[config.mk]
export PLATFORM = sky130hd
export DESIGN_NAME = uart_apb_stream_master
export DESIGN_NICKNAME = d
export VERILOG_FILES = /design/src/rtl/uart_apb_stream_master.sv
export SDC_FILE = /design/constraint.sdc
export NUM_CORES = 1
export LEC_CHECK = 0
export BUFFER_PORTS_ARGS = -buffer_cell sky130_fd_sc_hd__buf_2
export CORE_MARGIN = 4
export CORE_UTILIZATION = 46
export CTS_CLUSTER_SIZE = 10
export DETAILED_ROUTE_END_ITERATION = 16
export HOLD_SLACK_MARGIN = 0.06
export PLACE_DENSITY_LB_ADDON = 0.15
export SKIP_LAST_GASP = 1
export SLEW_MARGIN = 20
export SYNTH_ARGS = -nofsm -noshare
export SYNTH_HDL_FRONTEND = slang
export SYNTH_SLANG_ARGS = --single-unit
[constraint.sdc]
create_clock -name PCLK -period 2.55 [get_ports PCLK]
set_input_delay 0.765 -clock PCLK [delete_from_list [all_inputs] [get_ports PCLK]]
set_output_delay 0.765 -clock PCLK [all_outputs]
set_load 0.01 [all_outputs]
[src/rtl/uart_apb_stream_master.sv]
// uart_apb_stream_master: APB3 master that configures a CoreUARTapb once and then
// bridges its TX/RX data registers to valid/ready byte streams by status polling.
module uart_apb_stream_master #(
    parameter logic [12:0] BAUD_VALUE = 13'd1,
    parameter logic        PRG_BIT8   = 1'b1,
    parameter logic [1:0]  PRG_PARITY = 2'b00,
    parameter logic        INIT_EN    = 1'b1,
    parameter int          POLL_GAP   = 4
) (
    input  logic       PCLK,
    input  logic       PRESETN,
    output logic       PSEL,
    output logic       PENABLE,
    output logic       PWRITE,
    output logic [4:0] PADDR,
    output logic [7:0] PWDATA,
    input  logic [7:0] PRDATA,
    input  logic       PREADY,
    input  logic       PSLVERR,
    input  logic [7:0] tx_data,
    input  logic       tx_valid,
    output logic       tx_ready,
    output logic [7:0] rx_data,
    output logic [2:0] rx_err,
    output logic       rx_valid,
    input  logic       rx_ready,
    output logic       apb_err,
    input  logic       err_clr
);
    typedef enum logic [2:0] {INIT1, INIT2, POLL, TXWR, RXRD, GAP} state_t;
    localparam state_t     RST_STATE = INIT_EN ? INIT1 : POLL;
    localparam logic [7:0] GAP_LAST  = 8'(POLL_GAP - 1);

    state_t     r_state, w_state_nx;
    logic       r_psel, r_penable, r_pwrite, w_pwrite, w_done, w_start;
    logic [4:0] r_paddr, w_paddr;
    logic [7:0] r_pwdata, w_pwdata, r_cnt, r_tx_buf, r_rx_data;
    logic       r_tx_full, r_rx_full, r_apb_err;
    logic [2:0] r_rx_err, r_err_pend;

    assign w_done = r_psel && r_penable && PREADY;

    always_comb begin
        w_state_nx = r_state;
        case (r_state)
            INIT1:      w_state_nx = w_done ? INIT2 : INIT1;
            INIT2:      w_state_nx = w_done ? POLL : INIT2;
            // RX wins over TX so the UART receive FIFO drains first
            POLL:       if (w_done) w_state_nx = (PRDATA[1] && !r_rx_full) ? RXRD :
                                                 (PRDATA[0] && r_tx_full) ? TXWR :
                                                 (POLL_GAP == 0) ? POLL : GAP;
            TXWR, RXRD: w_state_nx = w_done ? POLL : r_state;
            GAP:        w_state_nx = (r_cnt == GAP_LAST) ? POLL : GAP;
            default:    w_state_nx = RST_STATE;
        endcase
        // A new SETUP begins on completion (back-to-back) or from idle into a transfer state
        w_start  = (w_state_nx != GAP) && (w_done || !r_psel);
        w_paddr  = (w_state_nx == INIT1) ? 5'h08 : (w_state_nx == INIT2) ? 5'h0C :
                   (w_state_nx == TXWR) ? 5'h00 : (w_state_nx == RXRD) ? 5'h04 : 5'h10;
        w_pwrite = w_state_nx inside {INIT1, INIT2, TXWR};
        w_pwdata = (w_state_nx == INIT1) ? BAUD_VALUE[7:0] :
                   (w_state_nx == INIT2) ? {BAUD_VALUE[12:8], PRG_PARITY, PRG_BIT8} :
                   (w_state_nx == TXWR) ? r_tx_buf : 8'h00;
    end

    always_ff @(posedge PCLK or negedge PRESETN) begin
        if (!PRESETN) r_state <= RST_STATE;
        else          r_state <= w_state_nx;
    end

    always_ff @(posedge PCLK or negedge PRESETN) begin
        if (!PRESETN) begin
            r_psel     <= 1'b0;
            r_penable  <= 1'b0;
            r_pwrite   <= 1'b0;
            r_paddr    <= 5'h00;
            r_pwdata   <= 8'h00;
            r_cnt      <= 8'h00;
            r_tx_full  <= 1'b0;
            r_tx_buf   <= 8'h00;
            r_rx_full  <= 1'b0;
            r_rx_data  <= 8'h00;
            r_rx_err   <= 3'b000;
            r_err_pend <= 3'b000;
            r_apb_err  <= 1'b0;
        end else begin
            if (w_start) begin
                r_psel    <= 1'b1;
                r_penable <= 1'b0;
                r_paddr   <= w_paddr;
                r_pwrite  <= w_pwrite;
                r_pwdata  <= w_pwdata;
            end else if (w_done) begin
                r_psel    <= 1'b0;
                r_penable <= 1'b0;
            end else if (r_psel) begin
                r_penable <= 1'b1;
            end
            r_cnt <= (r_state == GAP) ? r_cnt + 8'd1 : 8'h00;
            if (w_done && r_state == TXWR) begin
                r_tx_full <= 1'b0;
            end else if (tx_valid && !r_tx_full) begin
                r_tx_full <= 1'b1;
                r_tx_buf  <= tx_data;
            end
            if (w_done && r_state == RXRD) begin
                r_rx_full <= 1'b1;
                r_rx_data <= PRDATA;
                r_rx_err  <= r_err_pend;
            end else if (r_rx_full && rx_ready) begin
                r_rx_full <= 1'b0;
            end
            if (w_done && r_state == POLL)      r_err_pend <= PRDATA[4:2];
            else if (w_done && r_state == RXRD) r_err_pend <= 3'b000;
            if (w_done && PSLVERR) r_apb_err <= 1'b1;
            else if (err_clr)      r_apb_err <= 1'b0;
        end
    end

    assign PSEL     = r_psel;
    assign PENABLE  = r_penable;
    assign PWRITE   = r_pwrite;
    assign PADDR    = r_paddr;
    assign PWDATA   = r_pwdata;
    assign tx_ready = !r_tx_full;
    assign rx_valid = r_rx_full;
    assign rx_data  = r_rx_data;
    assign rx_err   = r_rx_err;
    assign apb_err  = r_apb_err;
endmodule

==> impl_metrics.tcl, run 1 <==
set metrics [dict create \
    outcome "finished clean" \
    layout-drive-gt1-share 0.357 \
    switching_share 0.338 \
    cp.arrival_ps 2450 \
    core-area_sq_mm 0.00438 \
    drcViolationCount 0 \
    seq_power_share 0.488 \
    maxCapViolations 0 \
    path_clk_slew_ps 80 \
    hold_viol_final 0 \
    holdCritPathClass "input port to async pin" \
    setup_viol 0 \
    period_needed_ps 2270 \
    worstSetupPathType "flip-flop to flip-flop" \
    numCtsBuffers 5 \
    async_reset_ff_frac 1.00 \
    internal_power_uw 1620 \
    max_clock_freq_mhz 441 \
    setup_tns_ps 0 \
    min_period_over_period 0.889 \
    postPlaceCellArea_sq_mm 0.00239 \
    hold_buffers 0 \
    n_antenna_cell 0 \
    finalWirelength_mm 4.13 \
    place_inst 266 \
    final_nets 245 \
    clockPowerShare 0.174 \
    h-tree-depth 2 \
    grt_pass1_wl_mm 6.44 \
    cts_buffer_depth 2 \
    grt_max_degree 31 \
    io_buffer_count 50 \
    ys_ff_latch 50 \
    finalInstanceArea_sq_mm 0.00247 \
    pin_count 53 \
    start_util 0.476 \
    slew_headroom 0.562 \
    drt-wirelength-per-cell_um 15.1 \
    ctsResizeCount 0 \
    grt_pass1_vias 1393 \
    p_comb_frac 0.338 \
    antenna_left 0 \
    ys_types 38 \
    powerDensity_mw_per_mm2 992 \
    final-max-slew-violation-count 0 \
    grt_setup_unrepaired "false" \
    synth_edf_count 0 \
    synth.yosys.seq_area_share 0.600 \
    cp-end-kind "flip-flop" \
    switchingPower_uw 827 \
    vias_per_cell 5.32 \
    tritoncts "built" \
    die_y_um 75.4 \
    root_buffer "clkbuf_8" \
    final.setup_skew_ps 4.08 \
    worst_slew_pin_slew_ps 657 \
    crit_fanout 8 \
    startpoint_type "flip-flop" \
    gp_congestion 0.847 \
    syn_area_sq_mm 0.00209 \
    area_delta_synth_final_pct 18.2 \
    irDropWorstVdd_mv 0.510 \
    drt_pass1_iterations 4 \
    clkLatencyLatePin_ps 290 \
    critPathRequiredTime_ps 2730 \
    hpwl_mm 3.11 \
    leakagePower_uw 0.00126 \
    die_area_sq_mm 0.00568 \
    yosysWarnings 0 \
    final_cells 273 \
    fp.dieW_um 75.4 \
    fillers 382 \
    antenna_found_initial 0 \
    grt_usage 0.151 \
    clock_sinks 50 \
    via_count 1453 \
    synth_top_flop_cell "dfrtp_1" \
    cts_setup_buffers 0 \
    syn-instance-count 166 \
    drtIter0Drc 51 \
    grt-ovfl-total 0 \
    synth.avg_cell_area_sq_um 12.6 \
    fp-row-count 24 \
]
cells in the mapped netlist, types with 2 or more instances:
| library cell | number | area, sq um |
|---|---|---|
| clkbuf_1 | 2 | 7.51 |
| mux2_2 | 19 | 214 |
| o21ai_0 | 4 | 20.0 |
| nand3_1 | 10 | 50.1 |
| nor2b_1 | 2 | 12.5 |
| and3_1 | 3 | 18.8 |
| a21oi_1 | 2 | 10.0 |
| and2_1 | 2 | 12.5 |
| inv_1 | 9 | 33.8 |
| buf_4 | 2 | 15.0 |
| dfrtp_1 | 50 | 1250 |
| nand2_1 | 6 | 22.5 |
| xor2_1 | 5 | 43.8 |
| nand3b_1 | 2 | 15.0 |
| a22o_1 | 10 | 87.6 |
| nor3_1 | 3 | 15.0 |
| mux2i_1 | 2 | 20.0 |
| o21a_1 | 2 | 15.0 |
| nor2_1 | 11 | 41.3 |
| a21o_1 | 2 | 15.0 |
area by class of cell:
type,count,area (sq um),area share
Tap cell,52,65.1,0.0264
Multi-Input combinational cell,103,772,0.313
Inverter,9,33.8,0.0137
Sequential cell,50,1250,0.507
Timing Repair Buffer,52,265,0.108
Clock buffer,6,72.6,0.0294
Clock inverter,1,7.51,0.00304
state kept, by name, indices dropped and copies added, names as in the netlist:
register and cells:
PWDATA 8, PSEL 1, PENABLE 1, rx_data 8, PADDR 3, r_tx_buf 8
PWRITE 1, rx_err 3, r_err_pend 3, r_cnt 8, rx_valid 1, r_state 3
apb_err 1, r_tx_full 1
path summary, 6_finish.rpt:
path / cells past startpoint / slack, ps / end / start
worst min-delay path: 1 / 490 / rx_data[6] / PRESETN
min in group PCLK: 1 / 500 / PADDR[3] / PADDR[3]
max in group asynchronous: 2 / 1330 / r_tx_buf[5] / PRESETN
worst max register to register: 6 / 280 / PWDATA[0] / r_cnt[0]
worst min register to register: 1 / 500 / PADDR[3] / PADDR[3]
worst max-delay path: 6 / 280 / PWDATA[0] / r_cnt[0]
through the flow:
| stage | setup WS, ps | util | power, uW | hold slack [ps] |
|---|---|---|---|---|
| 6_report | 283 | 0.563 | 2450 | 493 |
| 3_5_place_dp | 103 | 0.545 | 2040 | 471 |
| 4_1_cts | 298 | 0.563 | 2480 | 500 |
| 2_1_floorplan | 417 | - | 1770 | 462 |
| 3_3_place_gp | 199 | 0.545 | 2000 | 466 |
| 5_1_grt | 55.4 | 0.563 | 2620 | 524 |
critical path, stage by stage (launching register included):
cell and delay (ps):
dfrtp_1 420, ha_1 260, nor4b_1 360, a21o_1 190
o221a_1 420, o21ai_1 190, a211o_1 320
power groups by stage:
stage	Sequential [uW]	Combinational [uW]	Clock, uW
2_1_floorplan	1250	522	0
3_3_place_gp	1190	810	0
3_5_place_dp	1210	836	0
4_1_cts	1190	840	442
5_1_grt	1230	920	474
6_report	1190	828	426
layout by cell type (no fill, tap or decap), drive strengths merged, types with 2 or more instances in the layout:
master,n
a21o,2
inv,9
nor2,11
clkbuf,6
o21a,2
mux2i,2
xor2,5
nand3b,2
conb,2
buf,52
o21ai,6
dfrtp,50
a22o,10
and3,3
a21oi,2
nand3,10
mux2,19
nor3,4
nand2,6
nor2b,2
and2,2
layer usage:
metal / wire length, um / vias to the layer above / track usage
li1: - / 695 / -
met1: 1830 / 709 / 0.199
met5: 0 / - / 0
met3: 286 / 8 / 0.0449
met2: 1950 / 41 / 0.238
met4: 59 / 0 / 0.0563
logic make-up after synthesis:
kind of cell / after synthesis / synth area share
compound gates: 29 / 0.110
fa+ha+maj: 1 / 0.00599
other cells: 1 / 0.00180
flops: 50 / 0.600
mux: 21 / 0.112
buf+inv: 14 / 0.0324
xor+xnor: 6 / 0.0252
simple gates: 44 / 0.113
Power figures use the tool's default switching activity.
==> inputs of run 2 (changes only) <==
--- a/config.mk
+++ b/config.mk
@@ -6,7 +6,6 @@
 export NUM_CORES = 1
 export LEC_CHECK = 0
 export BUFFER_PORTS_ARGS = -buffer_cell sky130_fd_sc_hd__buf_2
-export CORE_MARGIN = 4
 export CORE_UTILIZATION = 46
 export CTS_CLUSTER_SIZE = 10
 export DETAILED_ROUTE_END_ITERATION = 16
==> run 2 against run 1 <==
Cell area is 1.8% higher. Clock skew rose by 2.3 ps. Non-clock buffer count rose by 1. Highest routed layer unchanged. Die area is 15% lower. Count of clock-buffer cells in the layout fell by 1. Cell count increased by 0.73%. Routed wire length is 2.9% lower. Sequential power is essentially flat. Largest power group unchanged. Sequential share of layout area shrank 0.88 points.
==> impl_metrics.tcl, run 2 (synthesis gave the netlist of run 1 again) <==
set metrics [dict create \
    irDropWorstVdd_mv 0.522 \
    grt_pass1_vias 1440 \
    max_clock_freq_mhz 452 \
    via_count 1438 \
    grt_usage 0.189 \
    switching_share 0.332 \
    grt_max_degree 51 \
    die_y_um 69.4 \
    cp.arrival_ps 2390 \
    h-tree-depth 2 \
    final.setup_skew_ps 6.42 \
    holdCritPathClass "flip-flop to flip-flop" \
    fp.dieW_um 69.4 \
    hold_viol_final 0 \
    die_area_sq_mm 0.00481 \
    drt_pass1_iterations 6 \
    fin_util 0.577 \
    powerDensity_mw_per_mm2 1040 \
    min_delay_path_depth 1 \
    postPlaceCellArea_sq_mm 0.00239 \
    hold_buffers 0 \
    root_buffer "clkbuf_8" \
    drcViolationCount 0 \
    ctsResizeCount 0 \
    antenna_found_initial 0 \
    reg2regPathDepth 6 \
    path_clk_slew_ps 90 \
    internal_power_uw 1750 \
    leakagePower_uw 0.00129 \
    worst_slew_pin_slew_ps 602 \
    n_antenna_cell 0 \
    start_util 0.479 \
    seq_power_share 0.457 \
    clock_sinks 50 \
    gp_congestion 0.775 \
    cts_setup_buffers 0 \
    core-area_sq_mm 0.00435 \
    finalWirelength_mm 4.01 \
    r2r_slack_ps 340 \
    whs_endpoint "PADDR[3]" \
    setup_viol 0 \
    startpoint_type "flip-flop" \
    setup_tns_ps 0 \
    critPathRequiredTime_ps 2730 \
    p_comb_frac 0.326 \
    clockPowerShare 0.217 \
    reg2reg_from "r_state[0]" \
    clkLatencyLatePin_ps 310 \
    tritoncts "built" \
    finalInstanceArea_sq_mm 0.00251 \
    drt-wirelength-per-cell_um 14.6 \
    vias_per_cell 5.23 \
    grt-ovfl-total 0 \
    rr_endpoint "PADDR[2]" \
    antenna_left 0 \
    maxCapViolations 0 \
    numCtsBuffers 5 \
    area_delta_synth_final_pct 20.3 \
    drtIter0Drc 70 \
    pin_count 53 \
    io_buffer_count 50 \
    slew_headroom 0.598 \
    layout-drive-gt1-share 0.368 \
    final-max-slew-violation-count 0 \
    final_cell_mix "50 x dfrtp_1, 50 x buf_2, 19 x mux2_2" \
    cp-end-kind "flip-flop" \
    place_inst 267 \
    final_nets 246 \
    crit_fanout 8 \
    grt_setup_unrepaired "false" \
    switchingPower_uw 870 \
    period_needed_ps 2210 \
    grt_pass1_wl_mm 7.04 \
    fp-row-count 24 \
    worstSetupPathType "flip-flop to flip-flop" \
    cts_buffer_depth 2 \
    final_cells 275 \
    fillers 355 \
    hpwl_mm 2.96 \
    hold_ws_ps 485 \
    outcome "finished clean" \
    min_period_over_period 0.867 \
    worstHoldStart "PADDR[3]" \
]
run 2: cell types whose count changed in the layout (fill, tap and decap cells not counted):
| cell | before | now |
|---|---|---|
| bufinv_16 | 0 | 1 |
| clkbuf_1 | 1 | 0 |
| clkinvlp_4 | 1 | 0 |
| inv_6 | 0 | 2 |
| buf_4 | 2 | 3 |
run 2: power by group through the flow:
stage / Clock [uW] / Sequential, uW / Combinational [uW]
floorplan: 0 / 1250 / 522
global placement: 0 / 1190 / 827
detailed placement: 0 / 1210 / 862
CTS: 591 / 1200 / 865
global route: 628 / 1230 / 945
finish: 568 / 1200 / 854
run 2: critical path, cell delays in order, from the launching register on:
cell and delay [ps]:
dfrtp_1 440, or3b_1 420, or2_1 250, o221a_1 300, buf_4 180, o21ai_2 330
a22oi_1 160
run 2: how the worst max path moves through the flow:
stage / from / endpoint / slack, ps / depth (start not counted)
after floorplan: PREADY / PWDATA[0] / 420 / 7
after global placement: PREADY / PADDR[2] / 200 / 7
after detailed placement: PREADY / PADDR[2] / 150 / 7
after CTS: r_state[0] / PADDR[2] / 330 / 6
after global routing: r_cnt[0] / PADDR[2] / 160 / 8
final: r_state[0] / PADDR[2] / 340 / 6
run 2: layout make-up:
type / count / area (sq um) / area share
Clock inverter: 3 / 47.5 / 0.0189
Multi-Input combinational cell: 103 / 772 / 0.307
Timing Repair Buffer: 53 / 273 / 0.109
Sequential cell: 50 / 1250 / 0.498
Inverter: 9 / 33.8 / 0.0135
Clock buffer: 5 / 68.8 / 0.0274
Tap cell: 52 / 65.1 / 0.0259
run 2: stage by stage:
step	total power [uW]	worst slack (ps)
after global placement	2020	202
final	2620	339
after detailed placement	2070	147
after global routing	2800	157
after floorplan	1770	417
after CTS	2650	326
run 2: metal layers:
metal / GRT usage / vias to the layer above / routed length, um
li1: - / 701 / -
met1: 0.239 / 690 / 1790
met2: 0.311 / 40 / 1960
met3: 0.0567 / 7 / 191
met4: 0.0612 / 0 / 54
met5: 0 / - / 0
==> inputs of run 3 (changes only) <==
--- a/config.mk
+++ b/config.mk
@@ -6,7 +6,7 @@
 export NUM_CORES = 1
 export LEC_CHECK = 0
 export BUFFER_PORTS_ARGS = -buffer_cell sky130_fd_sc_hd__buf_2
-export CORE_UTILIZATION = 46
+export CORE_UTILIZATION = 47
 export CTS_CLUSTER_SIZE = 10
 export DETAILED_ROUTE_END_ITERATION = 16
 export HOLD_SLACK_MARGIN = 0.06
==> constraint.sdc (replaced) <==
create_clock -name PCLK -period 1.85 [get_ports PCLK]
set_input_delay 0.37 -clock PCLK [delete_from_list [all_inputs] [get_ports PCLK]]
set_output_delay 0.37 -clock PCLK [all_outputs]
set_load 0.01 [all_outputs]
==> run 3 against run 2 <==
The flow now finishes with violations (negative setup slack). Critical path type unchanged. Register-to-register slack worse by 390 ps. Clock power is 17% higher. Global-route usage is 2.1 points higher. Fmax is 16% higher. Non-clock buffer count is 28 higher. Highest routed layer unchanged. Sequential share of layout area is 4.6 points lower. Core utilization is 9.1 points higher. Via count is 9.2% higher. Critical path depth stayed put.
==> impl_metrics.tcl, run 3 (synthesis gave the netlist of run 1 again) <==
set metrics [dict create \
    final_cells 301 \
    start_util 0.504 \
    antenna_found_initial 0 \
    drtIter0Drc 68 \
    switchingPower_uw 1290 \
    grt-ovfl-total 0 \
    fillers 338 \
    finalWirelength_mm 4.28 \
    drcViolationCount 0 \
    drt_pass1_iterations 4 \
    critPathSlowestCell "or3b_1" \
    maxCapViolations 0 \
    p_comb_frac 0.411 \
    final_cell_mix "50 x dfrtp_1, 50 x buf_2, 28 x buf_4" \
    gp_congestion 0.866 \
    hold_ws_ps 45.8 \
    final.setup_skew_ps 7.64 \
    crit_fanout 6 \
    antenna_left 0 \
    slew_headroom 0.620 \
    worstSetupPathType "flip-flop to flip-flop" \
    leakagePower_uw 0.00143 \
    fp-row-count 23 \
    hold_buffers 0 \
    path_cells "or3b_1 -> or2_4 -> o221a_4 -> nor3_4 -> buf_4 -> a22o_1" \
    setup_slack_ps -52.3 \
    grt_max_degree 27 \
    path_buf_inv 1 \
    startpoint_type "flip-flop" \
    place_inst 289 \
    violations "negative setup slack" \
    clock_sinks 50 \
    min_period_over_period 1.03 \
    via_count 1571 \
    area_delta_synth_final_pct 32.5 \
    tritoncts "built" \
    outcome "finished with violations" \
    core-area_sq_mm 0.00414 \
    internal_power_uw 2570 \
    powerDensity_mw_per_mm2 1400 \
    setup_viol 10 \
    h-tree-depth 2 \
    critPathTopFamily "simple AND/OR/NAND/NOR gates" \
    max_clock_freq_mhz 526 \
    grt_pass1_wl_mm 7.10 \
    irDropWorstVdd_mv 0.761 \
    holdCritPathClass "input port to async pin" \
    critPathRequiredTime_ps 2090 \
    switching_share 0.335 \
    layout-drive-gt1-share 0.470 \
    max_stage_delay_ps 400 \
    cp.arrival_ps 2150 \
    die_area_sq_mm 0.00471 \
    seq_area_sq_mm 0.00125 \
    cp-end-kind "flip-flop" \
    clockPowerShare 0.173 \
    multi_input_area_sq_um 811 \
    drt-wirelength-per-cell_um 14.2 \
    path_clk_slew_ps 90 \
    hold_viol_final 0 \
    vias_per_cell 5.22 \
    io_buffer_count 50 \
    period_needed_ps 1900 \
    worst_slew_pin_slew_ps 570 \
    n_antenna_cell 0 \
    grt_usage 0.210 \
    clkLatencyLatePin_ps 310 \
    cts_buffer_depth 2 \
    root_buffer "clkbuf_8" \
    numCtsBuffers 5 \
    totalPowerFinal_uw 3860 \
    final-max-slew-violation-count 0 \
    grt_pass1_vias 1562 \
    seq_power_share 0.416 \
    pin_count 53 \
    grt_setup_unrepaired "true" \
    final_nets 274 \
    die_y_um 68.6 \
    fp.dieW_um 68.6 \
    hpwl_mm 3.15 \
]
run 3: final timing paths:
check | start | slack, ps | end | cells past startpoint
worst max-delay path | r_state[2] | -50 | PWDATA[3] | 6
worst min-delay path | PRESETN | 50 | rx_data[5] | 1
worst max register to register | r_state[2] | -50 | PWDATA[3] | 6
worst min register to register | PADDR[3] | 490 | PADDR[3] | 1
max in group asynchronous | PRESETN | 1260 | PADDR[3] | 2
min in group PCLK | rx_ready | 230 | rx_valid | 2
run 3: repair_timing:
item	in CTS	in global routing
setup buffers	4	0
gates resized for setup	5	6
setup endpoints to repair	13	14
pin swaps	8	7
run 3: area by class of cell:
class                      instances  share of cell area
sequential                        50               0.452
multi-input combinational        103               0.293
timing repair buffer              81               0.182
clock buffer                       6              0.0299
tap                               50              0.0226
inverter                           9              0.0140
clock inverter                     2             0.00588
run 3: per-layer routing:
layer	part of all wire	vias to the layer above	wire length (um)	global-route usage
li1	-	752	-	-
met1	0.40	772	1730	0.230
met2	0.54	40	2320	0.391
met3	0.041	7	175	0.0411
met4	0.013	0	56	0.0833
met5	0	-	0	0
run 3: stage by stage:
stage | utilization | TNS [ps] | area [sq um] | setup slack [ps]
detailed placement | 0.627 | -1140 | 2600 | -120
floorplan | - | 0 | 2100 | 4.26
CTS | 0.662 | -423 | 2740 | -59.2
finish | 0.667 | -347 | 2770 | -52.3
global placement | 0.627 | -707 | 2600 | -82.7
global route | 0.667 | -1250 | 2770 | -121
run 3: power groups by stage:
stage / logic [uW] / registers (uW) / clock network, uW
6_report: 1590 / 1610 / 666
3_5_place_dp: 1430 / 1630 / 0
2_1_floorplan: 736 / 1720 / 0
4_1_cts: 1540 / 1610 / 686
3_3_place_gp: 1380 / 1610 / 0
5_1_grt: 1730 / 1650 / 735
